==> src/rtl/cache_pkg.sv <==
`default_nettype none
// ============================================================================
// Module   : cache_pkg
// Brief    : Shared sizing constants, FSM state type and helpers for the
//            cache controller slice.
// Revision : 1.0 - initial release
// ============================================================================
package cache_pkg;

  localparam int WIDTH    = 32;
  localparam int SET_BITS = 4;
  localparam int TAG_BITS = 26;
  localparam int WAYS     = 4;
  localparam int WAY_BITS = 2;
  localparam int CNT_BITS = 16;

  typedef enum logic [2:0] {
    ST_IDLE   = 3'd0,
    ST_LOOKUP = 3'd1,
    ST_MEM_RD = 3'd2,
    ST_MEM_WR = 3'd3,
    ST_RESP   = 3'd4
  } state_t;

  // Increment that sticks at all-ones instead of wrapping
  function automatic logic [CNT_BITS-1:0] sat_inc(input logic [CNT_BITS-1:0] v);
    return (v == {CNT_BITS{1'b1}}) ? v : v + 1'b1;
  endfunction

endpackage
`default_nettype wire

==> src/rtl/cache_if.sv <==
`default_nettype none
// ============================================================================
// Module   : cache_if
// Brief    : Bundle of CPU, tag/data array and memory signals around the
//            cache controller. Signal suffixes are from the controller's view.
//            slave  = controller side, master = surrounding system side.
// Revision : 1.0 - initial release
// ============================================================================
interface cache_if #(
  parameter int WIDTH    = cache_pkg::WIDTH,
  parameter int SET_BITS = cache_pkg::SET_BITS,
  parameter int TAG_BITS = cache_pkg::TAG_BITS,
  parameter int WAY_BITS = cache_pkg::WAY_BITS
);
  import cache_pkg::*;

  // CPU side
  logic                cpu_req_i;
  logic                cpu_we_i;
  logic [WIDTH-1:0]    cpu_addr_i;
  logic [WIDTH-1:0]    cpu_wdata_i;
  logic                cpu_stall_o;
  logic                cpu_valid_o;
  logic [WIDTH-1:0]    cpu_rdata_o;
  // Tag/data array side
  logic [SET_BITS-1:0] cache_set_o;
  logic [TAG_BITS-1:0] cache_tag_o;
  logic                cache_hit_i;
  logic [WAY_BITS-1:0] cache_hit_way_i;
  logic [WIDTH-1:0]    cache_rdata_i;
  logic                cache_fill_o;
  logic [WAY_BITS-1:0] cache_fill_way_o;
  logic [WIDTH-1:0]    cache_fill_data_o;
  // Memory side
  logic                mem_req_o;
  logic                mem_we_o;
  logic [WIDTH-1:0]    mem_addr_o;
  logic [WIDTH-1:0]    mem_wdata_o;
  logic                mem_ack_i;
  logic [WIDTH-1:0]    mem_rdata_i;
  // Statistics
  logic [15:0]         hit_count_o;
  logic [15:0]         miss_count_o;

  modport slave (
    input  cpu_req_i, cpu_we_i, cpu_addr_i, cpu_wdata_i,
    output cpu_stall_o, cpu_valid_o, cpu_rdata_o,
    output cache_set_o, cache_tag_o,
    input  cache_hit_i, cache_hit_way_i, cache_rdata_i,
    output cache_fill_o, cache_fill_way_o, cache_fill_data_o,
    output mem_req_o, mem_we_o, mem_addr_o, mem_wdata_o,
    input  mem_ack_i, mem_rdata_i,
    output hit_count_o, miss_count_o
  );

  modport master (
    output cpu_req_i, cpu_we_i, cpu_addr_i, cpu_wdata_i,
    input  cpu_stall_o, cpu_valid_o, cpu_rdata_o,
    input  cache_set_o, cache_tag_o,
    output cache_hit_i, cache_hit_way_i, cache_rdata_i,
    input  cache_fill_o, cache_fill_way_o, cache_fill_data_o,
    input  mem_req_o, mem_we_o, mem_addr_o, mem_wdata_o,
    output mem_ack_i, mem_rdata_i,
    input  hit_count_o, miss_count_o
  );

endinterface
`default_nettype wire

==> src/rtl/cache_victim_rr.sv <==
`default_nettype none
// ============================================================================
// Module   : cache_victim_rr
// Brief    : Per-set round-robin victim way pointer. Reports the way to
//            replace for the selected set and steps it on each advance.
// Revision : 1.0 - initial release
// ============================================================================
module cache_victim_rr #(
  parameter int SET_BITS = cache_pkg::SET_BITS,
  parameter int WAY_BITS = cache_pkg::WAY_BITS
) (
  input  wire logic                clk_i,
  input  wire logic                rst_i,
  input  wire logic [SET_BITS-1:0] i_set,
  input  wire logic                i_adv,
  output logic      [WAY_BITS-1:0] o_way
);

  localparam int SETS = 1 << SET_BITS;

  logic [WAY_BITS-1:0] r_ptr [SETS];

  // One pointer per set; wraps naturally because the way count is a power of two
  always_ff @(posedge clk_i or posedge rst_i) begin
    if (rst_i) begin
      for (int s = 0; s < SETS; s++) begin
        r_ptr[s] <= '0;
      end
    end else if (i_adv) begin
      r_ptr[i_set] <= r_ptr[i_set] + 1'b1;
    end
  end

  assign o_way = r_ptr[i_set];

endmodule
`default_nettype wire

==> src/rtl/cache_ctrl.sv <==
`default_nettype none
// ============================================================================
// Module   : cache_ctrl
// Brief    : Blocking set-associative cache controller. Write-through,
//            no-write-allocate; read misses fill a round-robin victim way.
//            Tag/data storage lives outside and answers lookups
//            combinationally from cache_set_o/cache_tag_o.
// Revision : 1.0 - initial release
// ============================================================================
module cache_ctrl #(
  parameter int WIDTH    = cache_pkg::WIDTH,
  parameter int SET_BITS = cache_pkg::SET_BITS,
  parameter int TAG_BITS = cache_pkg::TAG_BITS,
  parameter int WAYS     = cache_pkg::WAYS
) (
  input  wire logic clk_i,
  input  wire logic rst_i,
  cache_if.slave    bus
);
  import cache_pkg::*;

  localparam int WAY_BITS = $clog2(WAYS);
  localparam int SET_LSB  = 2;
  localparam int TAG_LSB  = SET_LSB + SET_BITS;

  state_t              r_state;
  state_t              w_next;

  logic [WIDTH-1:0]    r_addr;
  logic [WIDTH-1:0]    r_wdata;
  logic                r_we;
  logic [WIDTH-1:0]    r_rdata;
  logic [15:0]         r_hit_count;
  logic [15:0]         r_miss_count;

  logic [SET_BITS-1:0] w_set;
  logic [WAY_BITS-1:0] w_victim_way;
  logic                w_victim_adv;
  logic                w_fill;
  logic [WAY_BITS-1:0] w_fill_way;
  logic [WIDTH-1:0]    w_fill_data;
  logic                w_hit_inc;
  logic                w_miss_inc;
  logic                w_rdata_ld;
  logic [WIDTH-1:0]    w_rdata_nxt;
  logic                w_accept;

  assign w_set    = r_addr[SET_LSB +: SET_BITS];
  assign w_accept = (r_state == ST_IDLE) && bus.cpu_req_i;

  cache_victim_rr #(
    .SET_BITS (SET_BITS),
    .WAY_BITS (WAY_BITS)
  ) u_victim (
    .clk_i (clk_i),
    .rst_i (rst_i),
    .i_set (w_set),
    .i_adv (w_victim_adv),
    .o_way (w_victim_way)
  );

  // State register; reset abandons any access in flight
  always_ff @(posedge clk_i or posedge rst_i) begin
    if (rst_i) begin
      r_state <= ST_IDLE;
    end else begin
      r_state <= w_next;
    end
  end

  // Next state plus the single-cycle strobes that accompany each transition
  always_comb begin
    w_next       = r_state;
    w_fill       = 1'b0;
    w_fill_way   = '0;
    w_fill_data  = '0;
    w_victim_adv = 1'b0;
    w_hit_inc    = 1'b0;
    w_miss_inc   = 1'b0;
    w_rdata_ld   = 1'b0;
    w_rdata_nxt  = '0;
    case (r_state)
      ST_IDLE: begin
        if (bus.cpu_req_i) w_next = ST_LOOKUP;
      end
      ST_LOOKUP: begin
        if (r_we) begin
          // Writes always go to memory; a hit also refreshes the cached copy
          w_next = ST_MEM_WR;
          if (bus.cache_hit_i) begin
            w_fill      = 1'b1;
            w_fill_way  = bus.cache_hit_way_i;
            w_fill_data = r_wdata;
            w_hit_inc   = 1'b1;
          end else begin
            w_miss_inc  = 1'b1;
          end
        end else if (bus.cache_hit_i) begin
          w_next      = ST_RESP;
          w_rdata_ld  = 1'b1;
          w_rdata_nxt = bus.cache_rdata_i;
          w_hit_inc   = 1'b1;
        end else begin
          w_next     = ST_MEM_RD;
          w_miss_inc = 1'b1;
        end
      end
      ST_MEM_RD: begin
        if (bus.mem_ack_i) begin
          w_next       = ST_RESP;
          w_fill       = 1'b1;
          w_fill_way   = w_victim_way;
          w_fill_data  = bus.mem_rdata_i;
          w_victim_adv = 1'b1;
          w_rdata_ld   = 1'b1;
          w_rdata_nxt  = bus.mem_rdata_i;
        end
      end
      ST_MEM_WR: begin
        if (bus.mem_ack_i) w_next = ST_RESP;
      end
      ST_RESP: begin
        w_next = ST_IDLE;
      end
      default: begin
        w_next = ST_IDLE;
      end
    endcase
  end

  // Request capture: address, direction and data are frozen for the whole access
  always_ff @(posedge clk_i or posedge rst_i) begin
    if (rst_i) begin
      r_addr  <= '0;
      r_wdata <= '0;
      r_we    <= 1'b0;
    end else if (w_accept) begin
      r_addr  <= bus.cpu_addr_i;
      r_wdata <= bus.cpu_wdata_i;
      r_we    <= bus.cpu_we_i;
    end
  end

  // Read result holds until the next read completes
  always_ff @(posedge clk_i or posedge rst_i) begin
    if (rst_i) begin
      r_rdata <= '0;
    end else if (w_rdata_ld) begin
      r_rdata <= w_rdata_nxt;
    end
  end

  // Hit/miss statistics, saturating at all-ones
  always_ff @(posedge clk_i or posedge rst_i) begin
    if (rst_i) begin
      r_hit_count  <= '0;
      r_miss_count <= '0;
    end else begin
      if (w_hit_inc)  r_hit_count  <= sat_inc(r_hit_count);
      if (w_miss_inc) r_miss_count <= sat_inc(r_miss_count);
    end
  end

  assign bus.cpu_stall_o       = (r_state != ST_IDLE);
  assign bus.cpu_valid_o       = (r_state == ST_RESP);
  assign bus.cpu_rdata_o       = r_rdata;
  assign bus.cache_set_o       = w_set;
  assign bus.cache_tag_o       = r_addr[TAG_LSB +: TAG_BITS];
  assign bus.cache_fill_o      = w_fill;
  assign bus.cache_fill_way_o  = w_fill_way;
  assign bus.cache_fill_data_o = w_fill_data;
  assign bus.mem_req_o         = (r_state == ST_MEM_RD) || (r_state == ST_MEM_WR);
  assign bus.mem_we_o          = (r_state == ST_MEM_WR);
  assign bus.mem_addr_o        = r_addr;
  assign bus.mem_wdata_o       = r_wdata;
  assign bus.hit_count_o       = r_hit_count;
  assign bus.miss_count_o      = r_miss_count;

endmodule
`default_nettype wire
==> src/flat_wrapper.sv <==
// flat-port wrapper written by rule: the top's interface ports become plain ports
module cache_ctrl_flat import cache_pkg::*;
#(
  parameter int WIDTH    = cache_pkg::WIDTH,
  parameter int SET_BITS = cache_pkg::SET_BITS,
  parameter int TAG_BITS = cache_pkg::TAG_BITS,
  parameter int WAYS     = cache_pkg::WAYS
)
  (clk_i, rst_i, bus_cpu_req_i, bus_cpu_we_i, bus_cpu_addr_i, bus_cpu_wdata_i, bus_cpu_stall_o, bus_cpu_valid_o, bus_cpu_rdata_o, bus_cache_set_o, bus_cache_tag_o, bus_cache_hit_i, bus_cache_hit_way_i, bus_cache_rdata_i, bus_cache_fill_o, bus_cache_fill_way_o, bus_cache_fill_data_o, bus_mem_req_o, bus_mem_we_o, bus_mem_addr_o, bus_mem_wdata_o, bus_mem_ack_i, bus_mem_rdata_i, bus_hit_count_o, bus_miss_count_o);
  cache_if #(.WIDTH(WIDTH), .SET_BITS(SET_BITS), .TAG_BITS(TAG_BITS)) bus_i ();
  input  wire logic clk_i;
  input  wire logic rst_i;
  input wire logic [$bits(bus_i.cpu_req_i)-1:0] bus_cpu_req_i;
  input wire logic [$bits(bus_i.cpu_we_i)-1:0] bus_cpu_we_i;
  input wire logic [$bits(bus_i.cpu_addr_i)-1:0] bus_cpu_addr_i;
  input wire logic [$bits(bus_i.cpu_wdata_i)-1:0] bus_cpu_wdata_i;
  output wire logic [$bits(bus_i.cpu_stall_o)-1:0] bus_cpu_stall_o;
  output wire logic [$bits(bus_i.cpu_valid_o)-1:0] bus_cpu_valid_o;
  output wire logic [$bits(bus_i.cpu_rdata_o)-1:0] bus_cpu_rdata_o;
  output wire logic [$bits(bus_i.cache_set_o)-1:0] bus_cache_set_o;
  output wire logic [$bits(bus_i.cache_tag_o)-1:0] bus_cache_tag_o;
  input wire logic [$bits(bus_i.cache_hit_i)-1:0] bus_cache_hit_i;
  input wire logic [$bits(bus_i.cache_hit_way_i)-1:0] bus_cache_hit_way_i;
  input wire logic [$bits(bus_i.cache_rdata_i)-1:0] bus_cache_rdata_i;
  output wire logic [$bits(bus_i.cache_fill_o)-1:0] bus_cache_fill_o;
  output wire logic [$bits(bus_i.cache_fill_way_o)-1:0] bus_cache_fill_way_o;
  output wire logic [$bits(bus_i.cache_fill_data_o)-1:0] bus_cache_fill_data_o;
  output wire logic [$bits(bus_i.mem_req_o)-1:0] bus_mem_req_o;
  output wire logic [$bits(bus_i.mem_we_o)-1:0] bus_mem_we_o;
  output wire logic [$bits(bus_i.mem_addr_o)-1:0] bus_mem_addr_o;
  output wire logic [$bits(bus_i.mem_wdata_o)-1:0] bus_mem_wdata_o;
  input wire logic [$bits(bus_i.mem_ack_i)-1:0] bus_mem_ack_i;
  input wire logic [$bits(bus_i.mem_rdata_i)-1:0] bus_mem_rdata_i;
  output wire logic [$bits(bus_i.hit_count_o)-1:0] bus_hit_count_o;
  output wire logic [$bits(bus_i.miss_count_o)-1:0] bus_miss_count_o;
  assign bus_i.cpu_req_i = bus_cpu_req_i;
  assign bus_i.cpu_we_i = bus_cpu_we_i;
  assign bus_i.cpu_addr_i = bus_cpu_addr_i;
  assign bus_i.cpu_wdata_i = bus_cpu_wdata_i;
  assign bus_cpu_stall_o = bus_i.cpu_stall_o;
  assign bus_cpu_valid_o = bus_i.cpu_valid_o;
  assign bus_cpu_rdata_o = bus_i.cpu_rdata_o;
  assign bus_cache_set_o = bus_i.cache_set_o;
  assign bus_cache_tag_o = bus_i.cache_tag_o;
  assign bus_i.cache_hit_i = bus_cache_hit_i;
  assign bus_i.cache_hit_way_i = bus_cache_hit_way_i;
  assign bus_i.cache_rdata_i = bus_cache_rdata_i;
  assign bus_cache_fill_o = bus_i.cache_fill_o;
  assign bus_cache_fill_way_o = bus_i.cache_fill_way_o;
  assign bus_cache_fill_data_o = bus_i.cache_fill_data_o;
  assign bus_mem_req_o = bus_i.mem_req_o;
  assign bus_mem_we_o = bus_i.mem_we_o;
  assign bus_mem_addr_o = bus_i.mem_addr_o;
  assign bus_mem_wdata_o = bus_i.mem_wdata_o;
  assign bus_i.mem_ack_i = bus_mem_ack_i;
  assign bus_i.mem_rdata_i = bus_mem_rdata_i;
  assign bus_hit_count_o = bus_i.hit_count_o;
  assign bus_miss_count_o = bus_i.miss_count_o;
  cache_ctrl #(.WIDTH(WIDTH), .SET_BITS(SET_BITS), .TAG_BITS(TAG_BITS), .WAYS(WAYS)) u_core (.clk_i(clk_i), .rst_i(rst_i), .bus(bus_i));
endmodule
==> config.mk <==
export PLATFORM = sky130hd
export DESIGN_NAME = cache_ctrl_flat
export DESIGN_NICKNAME = d
export VERILOG_FILES = /design/src/rtl/cache_pkg.sv /design/src/rtl/cache_if.sv /design/src/rtl/cache_victim_rr.sv /design/src/rtl/cache_ctrl.sv /design/src/flat_wrapper.sv
export SDC_FILE = /design/constraint.sdc
export NUM_CORES = 1
export LEC_CHECK = 0
export BUFFER_PORTS_ARGS = -buffer_cell sky130_fd_sc_hd__buf_2
export CORE_AREA = 2 2 131 133
export DETAILED_ROUTE_END_ITERATION = 10
export DIE_AREA = 0 0 133 135
export GPL_ROUTABILITY_DRIVEN = 0
export PLACE_DENSITY_LB_ADDON = 0.08
export SLEW_MARGIN = 20
export SYNTH_ARGS = -nofsm -noshare
export SYNTH_HDL_FRONTEND = slang
export SYNTH_SLANG_ARGS = --single-unit
==> constraint.sdc <==
create_clock -name clk_i -period 5.9 [get_ports clk_i]
set_clock_uncertainty 0.15 [all_clocks]
set_input_delay 0 -clock clk_i [delete_from_list [all_inputs] [get_ports clk_i]]
set_output_delay 0 -clock clk_i [all_outputs]
set_load 0.05 [all_outputs]
# --- Word level (Yosys, flattened, before mapping) ---
# Cells that the tools add are included.
# W data, S select, Z words.
op_classes:
  addsub: 3
  n_mul: 0
  div: 0
  order_cmp: 2
  eq_ne: 8
  shifts: 0
  n_mux: 32
  bitwise: 3
  n_reduce_logical: 9
op_table:
  columns: ["op", "count"]
  rows:
  - ["$mux W32", 5]
  - ["$pmux W32 S2", 2]
  - ["$add A16 B1 Y16 const B", 2]
  - ["$bwmux W32", 1]
  - ["$eq A16 B16 Y1 const B", 2]
  - ["$mux W2", 6]
  - ["$mux W3", 4]
  - ["$pmux W3 S3", 1]
  - ["$bmux W2 S4", 1]
  - ["$demux W2 S4", 1]
  - ["$mux W1", 8]
  - ["$eq A3 B2 Y1 const B", 2]
  - ["$reduce_and A2 Y1", 3]
  - ["$ge A5 B5 Y1 const B", 1]
  - ["$lt A5 B1 Y1 const B", 1]
  - ["$not A4 Y5", 1]
  - ["$pmux W1 S2", 2]
  - ["$pmux W2 S2", 1]
  - ["$eq A3 B1 Y1 const B", 1]
  - ["$eq A3 B3 Y1 const B", 1]
  - ["$logic_not A3 Y1", 1]
  - ["$reduce_bool A3 Y1", 1]
  - ["$add A2 B1 Y2 const B", 1]
  - ["$logic_and A1 B1 Y1", 2]
  - ["5 further kinds", 6]
word_totals:
  ff_bits: 164
  latchBits: 0
  mem_bits_rw: 0
  rom_bits: 0
  input_bits: 136
  out_inout_bits: 197
  word_cells: 80
  mem_count: 0

# --- Logic depth before layout (Yosys ltp) ---
# Gate-level depths: netlist of run 1.
logic_depth:
  ltp_word: 6
  mapped_depth: 7
  mapped_depth_nobuf: 5

# --- Modules after synthesis ---
# Synthesis of run 1 repeated with hierarchy kept, for this count alone.
hier_totals:
  cells_unflattened: 696
  hier_area_um2: 7965.1
modules_own_cells:
  columns: ["module", "n_inst", "cells_per_inst", "area_each_um2", "seq_area_each_um2"]
  rows:
  - ["cache_ctrl", 1, 520, 6058.3, 3303.2]
  - ["cache_victim_rr", 1, 176, 1906.8, 800.8]

# --- Least setup slack after synthesis of run 1 ---
# OpenSTA, ideal clock, no wires.
synth_timing:
  path_type: "reg-to-reg"
  startpoint: "register u_core.r_addr[2], in the netlist u_core.bus.mem_addr_o[2]"
  endpoint: "register u_core.u_victim.r_ptr[31] in the netlist's numbering"
  setup_time_ps: 125
  t_arrival_ps: 2217
  required_ps: 5625
  path_slack_ps: 3408
  stages_incl_launch_ff: 7
  n_path_buf: 2
  synth_period_minus_slack_ps: 2492
  cell_sequence: "dfrtp_1 > buf_2 > buf_6 > mux4_2 > mux2i_1 > xor2_2 > mux2_2"
synth_between:
  elab_chain_len: 6
  word_cells_on_any_way: 11
  classes_between: "add/sub (1); order compare (2); mux (6); bitwise (1); reduce/logical (1)"
synth_rtl:
  columns: ["item", "line_no", "rtl"]
  rows:
  - ["from (decl)", "cache_ctrl.sv:29", "logic [WIDTH-1:0] r_addr;"]
  - ["from (signal assigned)", "cache_ctrl.sv:138", "r_addr <= bus.cpu_addr_i;"]
  - ["$not A4 Y5 (implied by the code) (*)", "cache_victim_rr.sv:30", "r_ptr[i_set] <= r_ptr[i_set] + 1'b1;"]
  - ["$bmux W2 S4 (tied with other cells)", "cache_victim_rr.sv:30", null]
  - ["$mux W2 (implied by the code) / $logic_and A1 B1 Y1 (equally long branches)", "cache_victim_rr.sv:30", null]
  - ["$mux W2 (implied by the code)", "cache_victim_rr.sv:30", null]
  - ["$add A2 B1 Y2 / $demux W2 S4 (equally long branches)", "cache_victim_rr.sv:30", null]
  - ["$bwmux W32 (*)", "cache_victim_rr.sv:30", null]
  - ["to (signal, indexed assignment)", "cache_victim_rr.sv:30", null]
  - ["to (decl)", "cache_victim_rr.sv:21", "logic [WAY_BITS-1:0] r_ptr [SETS];"]
# Every way passes the cells marked *; elsewhere a longest branch is shown, timed or not. The select of a mux whose other input is x is not followed.
# A chain may end at the register's enable or synchronous reset.

# --- Worst setup path after layout of run 1 ---
layout_timing:
  startpoint: "register u_core.r_state[2]"
  endpoint: "output bus_cache_fill_data_o[30]"
layout_between:
  elab_chain_len: 2
  word_cells_on_any_way: 3
  classes_between: "eq/ne (2); mux (1)"
layout_rtl:
  columns: ["item", "line_no", "rtl"]
  rows:
  - ["from (decl)", "cache_ctrl.sv:26", "state_t r_state;"]
  - ["from (signal assigned)", "cache_ctrl.sv:67", "r_state <= w_next;"]
  - ["$eq A3 B2 Y1 / $eq A3 B1 Y1 (equally long branches)", "cache_ctrl.sv:82", "case (r_state)"]
  - ["$pmux W32 S2 (*)", "cache_ctrl.sv:82", null]
  - ["to (decl)", "flat_wrapper.sv:27", "output wire logic [$bits(bus_i.cache_fill_data_o)-1:0] bus_cache_fill_data_o;"]
# Every way passes the cells marked *; elsewhere a longest branch is shown, timed or not.

==> impl_metrics.xml, run 1 <==
<?xml version="1.0" encoding="UTF-8"?>
<metrics>
  <group name="synthesis">
    <metric name="yosys-mux-area-fraction" unit="%">17.7</metric>
    <metric name="synth_enable_flop_cells" unit="">0</metric>
    <metric name="postSynthNetCount" unit="">770</metric>
    <metric name="synth_compound_area_share" unit="%">9.05</metric>
    <metric name="syn_area_per_cell" unit="µm²">12.1</metric>
    <metric name="postSynth.asyncResetShare" unit="%">100</metric>
    <metric name="synth.cells.most_frequent" unit="">sky130_fd_sc_hd__dfrtp_1 (164), sky130_fd_sc_hd__mux2_2 (97), sky130_fd_sc_hd__nand2_1 (84)</metric>
    <metric name="yosys.area_share.simple" unit="%">10.8</metric>
    <metric name="ys_warn_count" unit="">0</metric>
    <metric name="synth_most_common_cell" unit="">sky130_fd_sc_hd__dfrtp_1</metric>
    <metric name="synth_top_area_cell" unit="">sky130_fd_sc_hd__dfrtp_1</metric>
    <metric name="postSynth.topFlopCell" unit="">sky130_fd_sc_hd__dfrtp_1</metric>
    <metric name="synth_fa_ha_area_share" unit="%">0.326</metric>
    <metric name="number_of_standard_cells_after_synthesis" unit="">632</metric>
    <metric name="synth_area_leaders" unit="">sky130_fd_sc_hd__dfrtp_1 (53%), sky130_fd_sc_hd__mux2_2 (14%), sky130_fd_sc_hd__nand2_1 (4.1%)</metric>
    <metric name="share_of_the_synthesized_netlist_area_taken_by_xor_and_xnor_gates" unit="%">3.51</metric>
    <metric name="yosysTopAreaCellShare" unit="%">53.5</metric>
    <metric name="synth_seq_area_share" unit="%">53.5</metric>
    <metric name="yosys.cell_types.count" unit="">47</metric>
    <metric name="combinational_family_with_the_most_area_after_synthesis" unit="">multiplexers</metric>
    <metric name="syn_area" unit="µm²">7670</metric>
    <metric name="synth_register_bits" unit="">164</metric>
  </group>
  <group name="floorplan">
    <metric name="die_h" unit="µm">135</metric>
    <metric name="fp.dieArea" unit="µm²">18000</metric>
    <metric name="start_util" unit="%">46.8</metric>
    <metric name="number_of_i_o_pins" unit="">333</metric>
    <metric name="num_rows" unit="">47</metric>
    <metric name="die_w" unit="µm">133</metric>
    <metric name="floorplan.core_area" unit="µm²">16400</metric>
  </group>
  <group name="power">
    <metric name="netSwitchingFraction" unit="%">52.3</metric>
    <metric name="comb_power_share" unit="%">55.1</metric>
    <metric name="leakage" unit="nW">5.56</metric>
    <metric name="p_per_area" unit="nW/µm²">602</metric>
    <metric name="max-vdd-ir-drop" unit="mV">0.471</metric>
    <metric name="p_switching" unit="mW">3.53</metric>
    <metric name="pwr-share-clk" unit="%">15.8</metric>
    <metric name="pwr-share-seq" unit="%">29.2</metric>
    <metric name="p_int" unit="mW">3.21</metric>
  </group>
  <group name="critical_path">
    <metric name="critical_path_required" unit="ps">5750</metric>
    <metric name="start_kind" unit="">register</metric>
    <metric name="cp-startpoint" unit="">u_core.r_state[2]</metric>
    <metric name="criticalPathCategory" unit="">register to output pin</metric>
    <metric name="endpoint_kind" unit="">output pin</metric>
    <metric name="worst-path-max-fanout" unit="">34</metric>
    <metric name="timing.critical_path.slowest_cell_delay" unit="ps">1030</metric>
    <metric name="worst-endpoint-arrival" unit="ps">3290</metric>
    <metric name="critical_path.reg2reg.startpoint" unit="">u_core.r_state[2]</metric>
    <metric name="crit_path_top_delay_cell" unit="">sky130_fd_sc_hd__nor2_4</metric>
    <metric name="timing.critical_path.cells" unit="">nand4bb_1, nor2_4, a22o_1, buf_2</metric>
  </group>
  <group name="global_route">
    <metric name="antenna_violations_before_repair" unit="">2</metric>
    <metric name="grt_max_degree" unit="">100</metric>
    <metric name="global_route.usage.total" unit="%">26.5</metric>
    <metric name="grt_first_pass_wirelength" unit="µm">37300</metric>
    <metric name="number_of_global_route_vias_before_repair" unit="">7107</metric>
    <metric name="globalRouteOverflowTotal" unit="">0</metric>
  </group>
  <group name="drt">
    <metric name="detailroute.via_count" unit="">6770</metric>
    <metric name="post_drt_via_cell_ratio" unit="">5.24</metric>
    <metric name="initialDrtViolationCount" unit="">400</metric>
    <metric name="route.antenna.remaining_nets" unit="">0</metric>
    <metric name="drc" unit="">0</metric>
    <metric name="totalWireLength" unit="µm">23900</metric>
    <metric name="detail_route.first_pass.iterations" unit="">4</metric>
    <metric name="route.detailed.wl_per_inst" unit="µm">18.5</metric>
  </group>
  <group name="clocking">
    <metric name="tritoncts" unit="">done</metric>
    <metric name="cts_made_buffers" unit="">17</metric>
    <metric name="clk_root_buffer_cell" unit="">sky130_fd_sc_hd__clkbuf_16</metric>
    <metric name="cts-htree-levels" unit="">4</metric>
    <metric name="cts-resized-gates" unit="">0</metric>
    <metric name="cts_hold_repair.buffers" unit="">134</metric>
    <metric name="max-clock-path-buffers" unit="">2</metric>
    <metric name="cts_setup_buffers" unit="">0</metric>
    <metric name="cts.sinks" unit="">164</metric>
    <metric name="cts.reportedPaths.clkPinSlew" unit="ps">60</metric>
    <metric name="insertion_delay" unit="ps">420</metric>
  </group>
  <group name="final_layout">
    <metric name="syn_to_layout_area_delta" unit="%">45.9</metric>
    <metric name="final_net_count" unit="">1196</metric>
    <metric name="utilization" unit="%">68.2</metric>
    <metric name="post_route_cells_drive_above_1_share" unit="%">44.8</metric>
    <metric name="fill_cells" unit="">1248</metric>
  </group>
  <group name="sta">
    <metric name="rsz_0062_raised_after_global_routing" unit="">no</metric>
    <metric name="min_period_over_period" unit="%">58.3</metric>
    <metric name="worst_slew_margin_rel" unit="%">32.8</metric>
    <metric name="timing_hold_violations_final" unit="">0</metric>
    <metric name="max_freq" unit="MHz">291</metric>
    <metric name="report.final.slew_viol_count" unit="">0</metric>
    <metric name="final_period_minus_worst_setup_slack" unit="ps">3440</metric>
    <metric name="setup_violations" unit="">0</metric>
    <metric name="setup_tns" unit="ps">0</metric>
    <metric name="tightestPinTransition" unit="ps">1010</metric>
  </group>
  <group name="place">
    <metric name="hpwl" unit="µm">16100</metric>
    <metric name="portBuffers" unit="">332</metric>
  </group>
  <group name="outcome">
    <metric name="outcome" unit="">finished clean</metric>
  </group>
  <group name="run">
    <metric name="drv.max_cap_violation_count" unit="">0</metric>
  </group>
  <group name="min_path">
    <metric name="hold_class" unit="">input port to async pin</metric>
  </group>
</metrics>
-- routing by layer --
metal  global-route usage (%)  up-vias  wire, µm
met1                     31.3     3335      9280
met4                     10.9        0       499
met3                     6.38       32      1660
met2                     46.7      301     12400
met5                        0        -         0
li1                         -     3102         -
-- placed cells by master (no fill, tap or decap), types with 5 or more instances in the layout --
cell,netlist,layout
sky130_fd_sc_hd__a21oi_1,7,7
sky130_fd_sc_hd__a22o_1,34,34
sky130_fd_sc_hd__a22oi_1,32,32
sky130_fd_sc_hd__and3_1,8,8
sky130_fd_sc_hd__buf_2,10,332
sky130_fd_sc_hd__clkbuf_16,0,17
sky130_fd_sc_hd__dfrtp_1,164,164
sky130_fd_sc_hd__dlygate4sd3_1,0,134
sky130_fd_sc_hd__inv_1,7,6
sky130_fd_sc_hd__mux2_2,97,97
sky130_fd_sc_hd__mux4_2,8,8
sky130_fd_sc_hd__nand2_1,84,84
sky130_fd_sc_hd__nand3_1,12,12
sky130_fd_sc_hd__nand4_1,9,9
sky130_fd_sc_hd__nor2_1,11,8
sky130_fd_sc_hd__nor2b_1,6,6
sky130_fd_sc_hd__nor3_1,7,7
sky130_fd_sc_hd__nor4_1,5,5
sky130_fd_sc_hd__o21ai_0,6,6
sky130_fd_sc_hd__xnor2_1,10,10
sky130_fd_sc_hd__xor2_1,17,17
-- state kept, by name, summed over array words and instances (netlist names) --
signal / count
u_core.bus.miss_count_o: 16
u_core.bus.mem_wdata_o: 32
u_core.bus.cpu_rdata_o: 32
u_core.u_victim.r_ptr: 32
u_core.r_state: 3
u_core.bus.mem_addr_o: 32
u_core.bus.hit_count_o: 16
u_core.r_we: 1
-- power groups by stage --
stage               combinational (mW)  clock [mW]  sequential [mW]
floorplan                         1.70           0             3.11
global placement                  3.57           0             1.94
detailed placement                3.60           0             1.97
CTS                               3.71        1.07             1.96
global route                      3.88        1.13             2.03
finish                            3.71        1.06             1.96
-- area by class of cell --
type | count | area (µm²) | area share [%]
sequential | 164 | 4100 | 36.7
multi-input combinational | 397 | 3190 | 28.5
clock buffer | 21 | 440 | 3.93
clock inverter | 9 | 109 | 0.972
tap | 220 | 275 | 2.46
antenna | 2 | 5.00 | 0.0447
timing repair buffer | 470 | 3030 | 27.1
inverter | 8 | 35.0 | 0.313
-- worst max-delay path, delay by kind of cell (launching register included) --
kind	cells	cell delay [ps]
AO/OA/AOI/OAI	1	290
flip-flops	1	470
buffers and inverters	1	290
AND/OR/NAND/NOR	2	1780
-- per-stage QoR --
step           area [µm²]  instances  hold slack [ps]  worst slack, ps  power [mW]
3_5_place_dp         9300       1125             66.6             2960        5.57
2_1_floorplan        7670        632            -33.2             1320        4.81
5_1_grt             11200       1291              192             2290        7.03
3_3_place_gp         9300       1125             58.1             3020        5.51
6_report            11200       1291              138             2460        6.74
4_1_cts             11200       1289              158             2470        6.74
-- cells by family (layout without fill, tap and decap cells) --
group | after synthesis | after routing
other cells | 0 | 2
compound gates | 90 | 90
fa+ha+maj | 2 | 2
simple gates | 165 | 165
mux | 111 | 111
buf+inv | 71 | 508
xor+xnor | 29 | 29
flops | 164 | 164
-- final timing paths --
check	end	slack [ps]	depth (start not counted)
worst max-delay path	bus_cache_fill_data_o[30]	2460	4
worst min-delay path	u_core.bus.mem_addr_o[22]	140	3
worst max register to register	u_core.bus.cpu_rdata_o[14]	2560	5
worst min register to register	u_core.bus.cpu_rdata_o[9]	310	2
max in group asynchronous	u_core.bus.mem_wdata_o[6]	4000	4
min in group clk_i	u_core.bus.mem_addr_o[3]	180	4
Power figures use the tool's default switching activity.
==> run 2, diff against run 1 <==
--- a/config.mk
+++ b/config.mk
@@ -5,10 +5,11 @@
 export SDC_FILE = /design/constraint.sdc
 export NUM_CORES = 1
 export LEC_CHECK = 0
+export ABC_AREA = 1
 export BUFFER_PORTS_ARGS = -buffer_cell sky130_fd_sc_hd__buf_2
-export CORE_AREA = 2 2 131 133
+export CORE_AREA = 2 2 136 138
 export DETAILED_ROUTE_END_ITERATION = 10
-export DIE_AREA = 0 0 133 135
+export DIE_AREA = 0 0 138 140
 export GPL_ROUTABILITY_DRIVEN = 0
 export PLACE_DENSITY_LB_ADDON = 0.08
 export SLEW_MARGIN = 20
==> constraint.sdc (replaced) <==
create_clock -name clk_i -period 3.3 [get_ports clk_i]
set_clock_uncertainty 0.15 [all_clocks]
set_input_delay 0 -clock clk_i [delete_from_list [all_inputs] [get_ports clk_i]]
set_output_delay 0 -clock clk_i [all_outputs]
set_load 0.05 [all_outputs]
==> impl_metrics.xml, run 2 <==
<?xml version="1.0" encoding="UTF-8"?>
<metrics>
  <group name="power">
    <metric name="p_int" unit="mW">5.82</metric>
    <metric name="p_switching" unit="mW">6.85</metric>
    <metric name="p_per_area" unit="nW/µm²">1080</metric>
    <metric name="comb_power_share" unit="%">58.1</metric>
    <metric name="totalPowerFinal" unit="mW">12.7</metric>
    <metric name="pwr-share-clk" unit="%">15.1</metric>
    <metric name="leakage" unit="nW">6.04</metric>
    <metric name="pwr-share-seq" unit="%">26.8</metric>
    <metric name="netSwitchingFraction" unit="%">54.1</metric>
    <metric name="max-vdd-ir-drop" unit="mV">0.965</metric>
  </group>
  <group name="final_layout">
    <metric name="post_route_cells_drive_above_1_share" unit="%">33.8</metric>
    <metric name="layout.cells.most_common_list" unit="">sky130_fd_sc_hd__buf_2 (332), sky130_fd_sc_hd__nand2_1 (196), sky130_fd_sc_hd__dfrtp_1 (164)</metric>
    <metric name="multi_input_comb_area" unit="µm²">3320</metric>
    <metric name="final_common_cell" unit="">sky130_fd_sc_hd__buf_2</metric>
    <metric name="regArea" unit="µm²">4100</metric>
    <metric name="syn_to_layout_area_delta" unit="%">43.2</metric>
    <metric name="final_net_count" unit="">1480</metric>
    <metric name="fill_cells" unit="">1507</metric>
  </group>
  <group name="drt">
    <metric name="totalWireLength" unit="µm">26100</metric>
    <metric name="post_drt_via_cell_ratio" unit="">5.05</metric>
    <metric name="initialDrtViolationCount" unit="">390</metric>
    <metric name="route.detailed.wl_per_inst" unit="µm">16.5</metric>
    <metric name="detail_route.first_pass.iterations" unit="">5</metric>
    <metric name="route.antenna.remaining_nets" unit="">0</metric>
    <metric name="detailroute.via_count" unit="">8015</metric>
    <metric name="drc" unit="">0</metric>
  </group>
  <group name="synthesis">
    <metric name="synth_most_common_cell" unit="">sky130_fd_sc_hd__nand2_1</metric>
    <metric name="synth_register_bits" unit="">164</metric>
    <metric name="postSynth.asyncResetShare" unit="%">100</metric>
    <metric name="synth.cells.most_frequent" unit="">sky130_fd_sc_hd__nand2_1 (196), sky130_fd_sc_hd__dfrtp_1 (164), sky130_fd_sc_hd__nand3_1 (116)</metric>
    <metric name="synth_area_leaders" unit="">sky130_fd_sc_hd__dfrtp_1 (50%), sky130_fd_sc_hd__nand2_1 (9.0%), sky130_fd_sc_hd__mux2_2 (7.7%)</metric>
    <metric name="number_of_standard_cells_after_synthesis" unit="">918</metric>
    <metric name="synth_top_area_cell" unit="">sky130_fd_sc_hd__dfrtp_1</metric>
    <metric name="syn_area_per_cell" unit="µm²">8.93</metric>
    <metric name="yosysTopAreaCellShare" unit="%">50.1</metric>
    <metric name="syn_area" unit="µm²">8200</metric>
    <metric name="synth_seq_area_share" unit="%">50.1</metric>
    <metric name="postSynthNetCount" unit="">1056</metric>
    <metric name="postSynth.topFlopCell" unit="">sky130_fd_sc_hd__dfrtp_1</metric>
    <metric name="ys_warn_count" unit="">0</metric>
    <metric name="yosys.cell_types.count" unit="">33</metric>
    <metric name="synth_enable_flop_cells" unit="">0</metric>
  </group>
  <group name="clocking">
    <metric name="cts.sinks" unit="">164</metric>
    <metric name="max-clock-path-buffers" unit="">2</metric>
    <metric name="insertion_delay" unit="ps">430</metric>
    <metric name="cts.reportedPaths.clkPinSlew" unit="ps">60</metric>
    <metric name="cts-htree-levels" unit="">4</metric>
    <metric name="cts-resized-gates" unit="">0</metric>
    <metric name="clk_root_buffer_cell" unit="">sky130_fd_sc_hd__clkbuf_16</metric>
    <metric name="tritoncts" unit="">done</metric>
    <metric name="cts_made_buffers" unit="">17</metric>
  </group>
  <group name="global_route">
    <metric name="antenna_violations_before_repair" unit="">2</metric>
    <metric name="globalRouteOverflowTotal" unit="">0</metric>
    <metric name="grt_first_pass_wirelength" unit="µm">42200</metric>
    <metric name="number_of_global_route_vias_before_repair" unit="">8142</metric>
    <metric name="global_route.usage.total" unit="%">27.3</metric>
    <metric name="grt_max_degree" unit="">90</metric>
  </group>
  <group name="floorplan">
    <metric name="fp.dieArea" unit="µm²">19300</metric>
    <metric name="start_util" unit="%">46.1</metric>
    <metric name="die_h" unit="µm">140</metric>
    <metric name="number_of_i_o_pins" unit="">333</metric>
    <metric name="num_rows" unit="">49</metric>
    <metric name="die_w" unit="µm">138</metric>
    <metric name="floorplan.core_area" unit="µm²">17800</metric>
  </group>
  <group name="sta">
    <metric name="setup_violations" unit="">0</metric>
    <metric name="min_period_over_period" unit="%">88.7</metric>
    <metric name="timing_hold_violations_final" unit="">0</metric>
    <metric name="tightestPinTransition" unit="ps">838</metric>
    <metric name="worst_slew_margin_rel" unit="%">44.0</metric>
    <metric name="setup_tns" unit="ps">0</metric>
    <metric name="report.final.slew_viol_count" unit="">0</metric>
    <metric name="max_freq" unit="MHz">342</metric>
    <metric name="final_period_minus_worst_setup_slack" unit="ps">2930</metric>
    <metric name="rsz_0062_raised_after_global_routing" unit="">no</metric>
  </group>
  <group name="critical_path">
    <metric name="endpoint_kind" unit="">output pin</metric>
    <metric name="criticalPathCategory" unit="">register to output pin</metric>
    <metric name="worst-endpoint-arrival" unit="ps">2780</metric>
    <metric name="setup.reg_to_reg.worst_slack" unit="ps">580</metric>
    <metric name="start_kind" unit="">register</metric>
    <metric name="critical_path_required" unit="ps">3150</metric>
    <metric name="worst-path-max-fanout" unit="">57</metric>
  </group>
  <group name="outcome">
    <metric name="outcome" unit="">finished clean</metric>
  </group>
  <group name="place">
    <metric name="hpwl" unit="µm">17800</metric>
    <metric name="portBuffers" unit="">332</metric>
  </group>
  <group name="run">
    <metric name="drv.max_cap_violation_count" unit="">0</metric>
  </group>
  <group name="min_path">
    <metric name="hold_class" unit="">input port to async pin</metric>
  </group>
</metrics>
-- run 2: changes by cell type after synthesis, moves of 8 or more --
cell / previous run / this run
sky130_fd_sc_hd__mux2_2: 97 / 56
sky130_fd_sc_hd__o211ai_1: 1 / 31
sky130_fd_sc_hd__nand3_1: 12 / 116
sky130_fd_sc_hd__and3_1: 8 / 0
sky130_fd_sc_hd__inv_1: 7 / 80
sky130_fd_sc_hd__mux4_2: 8 / 0
sky130_fd_sc_hd__nand3_2: 0 / 10
sky130_fd_sc_hd__nor2_1: 11 / 57
sky130_fd_sc_hd__o21ai_1: 0 / 13
sky130_fd_sc_hd__nand2_1: 84 / 196
sky130_fd_sc_hd__a22o_1: 34 / 0
sky130_fd_sc_hd__o21ai_0: 6 / 39
sky130_fd_sc_hd__a22oi_1: 32 / 1
-- run 2: final cells by class --
| type | count | area share, % |
|---|---|---|
| Sequential cell | 164 | 35.0 |
| Multi-Input combinational cell | 592 | 28.2 |
| Timing Repair Buffer | 480 | 26.7 |
| Clock buffer | 19 | 3.69 |
| Inverter | 87 | 2.81 |
| Tap cell | 229 | 2.44 |
| Clock inverter | 13 | 1.07 |
| Antenna cell | 2 | 0.0426 |
-- run 2: kinds of logic after synthesis --
group,synth area share [%]
buffers and inverters,9.72
adder cells (fa/ha/maj),0.305
XOR/XNOR,2.67
multiplexers,7.69
AND/OR/NAND/NOR,22.3
flip-flops,50.1
AO/OA/AOI/OAI,7.24
-- run 2: stage by stage --
step                cells  cell area [µm²]  utilization [%]  hold slack, ps  worst slack [ps]
global route         1586            11700             66.0             168               265
detailed placement   1416             9810             55.2            56.3               915
CTS                  1584            11700             66.0             160               451
global placement     1416             9810             55.2            49.7               878
finish               1586            11700             66.0             111               373
floorplan             918             8200                -           0.461               712
-- run 2: path summary, 6_finish.rpt --
kind | cells past startpoint | start | end
setup / recovery | 7 | u_core.r_state[2] | bus_cache_fill_data_o[27]
hold / removal | 3 | rst_i | u_core.bus.hit_count_o[15]
setup reg to reg | 10 | u_core.r_state[0] | u_core.bus.cpu_rdata_o[20]
hold reg to reg | 2 | u_core.u_victim.r_ptr[11] | u_core.u_victim.r_ptr[11]
max in group asynchronous | 4 | rst_i | u_core.bus.cpu_rdata_o[30]
min in group clk_i | 3 | bus_cpu_addr_i[21] | u_core.bus.mem_addr_o[21]
-- run 2: power groups by stage --
| stage | Sequential [mW] | Clock (mW) | Combinational (mW) |
|---|---|---|---|
| floorplan | 5.55 | 0 | 3.34 |
| global placement | 3.38 | 0 | 6.86 |
| detailed placement | 3.41 | 0 | 6.89 |
| CTS | 3.38 | 1.94 | 7.35 |
| global route | 3.50 | 2.04 | 7.73 |
| finish | 3.40 | 1.91 | 7.36 |
-- run 2: routing by layer --
layer	global-route usage, %	routed length (µm)	up-vias
li1	-	-	3855
met4	11.4	869	0
met5	0	0	-
met3	7.42	1630	55
met2	46.4	13100	301
met1	32.8	10600	3804
-- run 2: repair_timing --
item | in CTS | in global routing
hold buffers | 136 | 0
setup buffers | 0 | 0
hold endpoints to repair | 134 | 0
-- run 2: critical path, cell delays in order (launching register included) --
cell and delay, ps:
sky130_fd_sc_hd__dfrtp_1 380, sky130_fd_sc_hd__inv_2 100, sky130_fd_sc_hd__nand2_1 140, sky130_fd_sc_hd__nor2_1 190
sky130_fd_sc_hd__nand2_4 350, sky130_fd_sc_hd__buf_4 410, sky130_fd_sc_hd__o21ai_0 400, sky130_fd_sc_hd__buf_2 350
==> run 3, diff against run 2 <==
==> constraint.sdc (replaced) <==
create_clock -name clk_i -period 3.5 [get_ports clk_i]
set_clock_uncertainty 0.15 [all_clocks]
set_input_delay 0 -clock clk_i [delete_from_list [all_inputs] [get_ports clk_i]]
set_output_delay 0 -clock clk_i [all_outputs]
set_load 0.05 [all_outputs]
==> impl_metrics.xml, run 3 (synthesis results as in run 2) <==
<?xml version="1.0" encoding="UTF-8"?>
<metrics>
  <group name="drt">
    <metric name="totalWireLength" unit="µm">25800</metric>
    <metric name="initialDrtViolationCount" unit="">476</metric>
    <metric name="drc" unit="">0</metric>
    <metric name="detailroute.via_count" unit="">7911</metric>
    <metric name="route.antenna.remaining_nets" unit="">0</metric>
    <metric name="detail_route.first_pass.iterations" unit="">5</metric>
    <metric name="post_drt_via_cell_ratio" unit="">4.99</metric>
    <metric name="route.detailed.wl_per_inst" unit="µm">16.3</metric>
  </group>
  <group name="power">
    <metric name="leakage" unit="nW">6.05</metric>
    <metric name="max-vdd-ir-drop" unit="mV">0.762</metric>
    <metric name="totalPowerFinal" unit="mW">12.0</metric>
    <metric name="p_per_area" unit="nW/µm²">1020</metric>
  </group>
  <group name="sta">
    <metric name="setup_violations" unit="">0</metric>
    <metric name="max_freq" unit="MHz">357</metric>
    <metric name="tightestPinTransition" unit="ps">957</metric>
    <metric name="rsz_0062_raised_after_global_routing" unit="">no</metric>
    <metric name="report.final.slew_viol_count" unit="">0</metric>
    <metric name="final_critical_path_setup_slack" unit="ps">698</metric>
    <metric name="min_period_over_period" unit="%">80.0</metric>
    <metric name="setup_tns" unit="ps">0</metric>
    <metric name="final_period_minus_worst_setup_slack" unit="ps">2800</metric>
    <metric name="timing_hold_violations_final" unit="">0</metric>
    <metric name="worst_slew_margin_rel" unit="%">36.2</metric>
  </group>
  <group name="global_route">
    <metric name="globalRouteOverflowTotal" unit="">0</metric>
    <metric name="number_of_global_route_vias_before_repair" unit="">7920</metric>
    <metric name="global_route.usage.total" unit="%">26.4</metric>
    <metric name="grt_max_degree" unit="">85</metric>
    <metric name="antenna_violations_before_repair" unit="">4</metric>
    <metric name="grt_first_pass_wirelength" unit="µm">40800</metric>
  </group>
  <group name="final_layout">
    <metric name="final_common_cell" unit="">sky130_fd_sc_hd__buf_2</metric>
    <metric name="utilization" unit="%">66.0</metric>
    <metric name="syn_to_layout_area_delta" unit="%">43.2</metric>
    <metric name="finalNonFillerCells" unit="">1584</metric>
    <metric name="post_route_cells_drive_above_1_share" unit="%">33.9</metric>
    <metric name="layout.cells.most_common_list" unit="">sky130_fd_sc_hd__buf_2 (332), sky130_fd_sc_hd__nand2_1 (196), sky130_fd_sc_hd__dfrtp_1 (164)</metric>
    <metric name="final_net_count" unit="">1476</metric>
  </group>
  <group name="critical_path">
    <metric name="endpoint_kind" unit="">register</metric>
    <metric name="critical_path_required" unit="ps">3720</metric>
    <metric name="worst-endpoint-arrival" unit="ps">3020</metric>
    <metric name="crit-reg2reg-capture" unit="">u_core.bus.cpu_rdata_o[17]</metric>
    <metric name="critical_path.reg2reg.startpoint" unit="">u_core.r_we</metric>
    <metric name="criticalPathCategory" unit="">register to register</metric>
    <metric name="start_kind" unit="">register</metric>
    <metric name="crit_path_top_delay_cell" unit="">sky130_fd_sc_hd__dlygate4sd3_1</metric>
    <metric name="timing.critical_path.slowest_cell_delay" unit="ps">580</metric>
    <metric name="reg2reg_depth" unit="">6</metric>
    <metric name="timing.critical_path.cells" unit="">clkinv_1, nand2_1, buf_4, nand3_1, o211ai_1, dlygate4sd3_1</metric>
    <metric name="setup.reg_to_reg.worst_slack" unit="ps">700</metric>
    <metric name="worst-path-max-fanout" unit="">22</metric>
  </group>
  <group name="min_path">
    <metric name="worst_hold_path.num_cells" unit="">5</metric>
    <metric name="hold_path_startpoint" unit="">bus_cache_hit_i</metric>
    <metric name="min_delay_worst_endpoint" unit="">u_core.bus.hit_count_o[11]</metric>
    <metric name="hold_class" unit="">input port to register</metric>
  </group>
  <group name="floorplan">
    <metric name="start_util" unit="%">46.1</metric>
    <metric name="floorplan.core_area" unit="µm²">17800</metric>
    <metric name="die_h" unit="µm">140</metric>
    <metric name="fp.dieArea" unit="µm²">19300</metric>
    <metric name="number_of_i_o_pins" unit="">333</metric>
    <metric name="die_w" unit="µm">138</metric>
    <metric name="num_rows" unit="">49</metric>
  </group>
  <group name="clocking">
    <metric name="max-clock-path-buffers" unit="">2</metric>
    <metric name="cts_made_buffers" unit="">17</metric>
    <metric name="cts-htree-levels" unit="">4</metric>
    <metric name="cts.reportedPaths.clkPinSlew" unit="ps">70</metric>
    <metric name="cts_setup_buffers" unit="">0</metric>
    <metric name="tritoncts" unit="">done</metric>
    <metric name="cts.sinks" unit="">164</metric>
    <metric name="clk_root_buffer_cell" unit="">sky130_fd_sc_hd__clkbuf_16</metric>
    <metric name="insertion_delay" unit="ps">420</metric>
  </group>
  <group name="place">
    <metric name="placedCellCount" unit="">1415</metric>
    <metric name="worst_setup_slack_after_placement" unit="ps">1200</metric>
    <metric name="portBuffers" unit="">332</metric>
    <metric name="hpwl" unit="µm">17800</metric>
  </group>
  <group name="outcome">
    <metric name="outcome" unit="">finished clean</metric>
  </group>
  <group name="run">
    <metric name="drv.max_cap_violation_count" unit="">0</metric>
  </group>
</metrics>
==> run 3: cell types whose count changed in the layout (fill, tap and decap cells not counted), sizes merged <==
cell	change
buf	-1
bufinv	+1
clkbuf	+1
clkinvlp	-2
diode	+2
dlygate4sd3	-3
==> run 3: metrics by stage <==
step / hold WS, ps / area [µm²]
detailed placement: 37.3 / 9790
finish: 75.2 / 11700
global route: 109 / 11700
CTS: 53.6 / 11700
global placement: 32.3 / 9790
floorplan: 0.461 / 8200
==> run 3: layout make-up <==
class / instances / area, µm²
tap: 229 / 287
timing repair buffer: 476 / 3090
clock inverter: 12 / 146
fill: 1496 / 6040
antenna: 4 / 10.0
multi-input combinational: 592 / 3320
sequential: 164 / 4100
clock buffer: 20 / 457
inverter: 87 / 330
==> run 3: critical path: cells and delay by family, from the launching register on <==
kind	cells	cell delay, ps
and+or+nand+nor	2	680
buffers and inverters	3	1460
AOI/OAI and AO/OA	1	130
DFF	1	330
==> run 3: worst max-delay path by stage <==
stage / startpoint / end / slack (ps)
floorplan: u_core.bus.mem_addr_o[2] / bus_cache_fill_way_o[1] / 910
global placement: u_core.bus.mem_addr_o[3] / u_core.u_victim.r_ptr[17] / 1270
detailed placement: u_core.bus.hit_count_o[0] / u_core.bus.hit_count_o[10] / 1200
CTS: u_core.r_we / u_core.bus.cpu_rdata_o[1] / 670
global route: u_core.r_we / u_core.bus.cpu_rdata_o[29] / 450
finish: u_core.r_we / u_core.bus.cpu_rdata_o[17] / 700
==> run 3: where the power goes <==
part           internal (mW)  switching [mW]
logic                   1.82            5.06
clock network           1.11           0.821
registers               2.65           0.540
total                   5.57            6.42
==> run 3: routing by layer <==
metal / vias up / share of wire [%] / track usage (%) / routed length (µm)
li1: 3840 / - / - / -
met1: 3729 / 40 / 31.9 / 10400
met2: 280 / 49 / 44.3 / 12700
met3: 62 / 6.3 / 6.43 / 1620
met4: 0 / 4.3 / 12.8 / 1100
met5: - / 0 / 0 / 0
==> run 3: timing repair <==
item	4_1_cts	5_1_grt
resized for setup	0	0
hold buffers	133	0
endpoints found under the setup margin	0	0
hold endpoints to repair	132	0
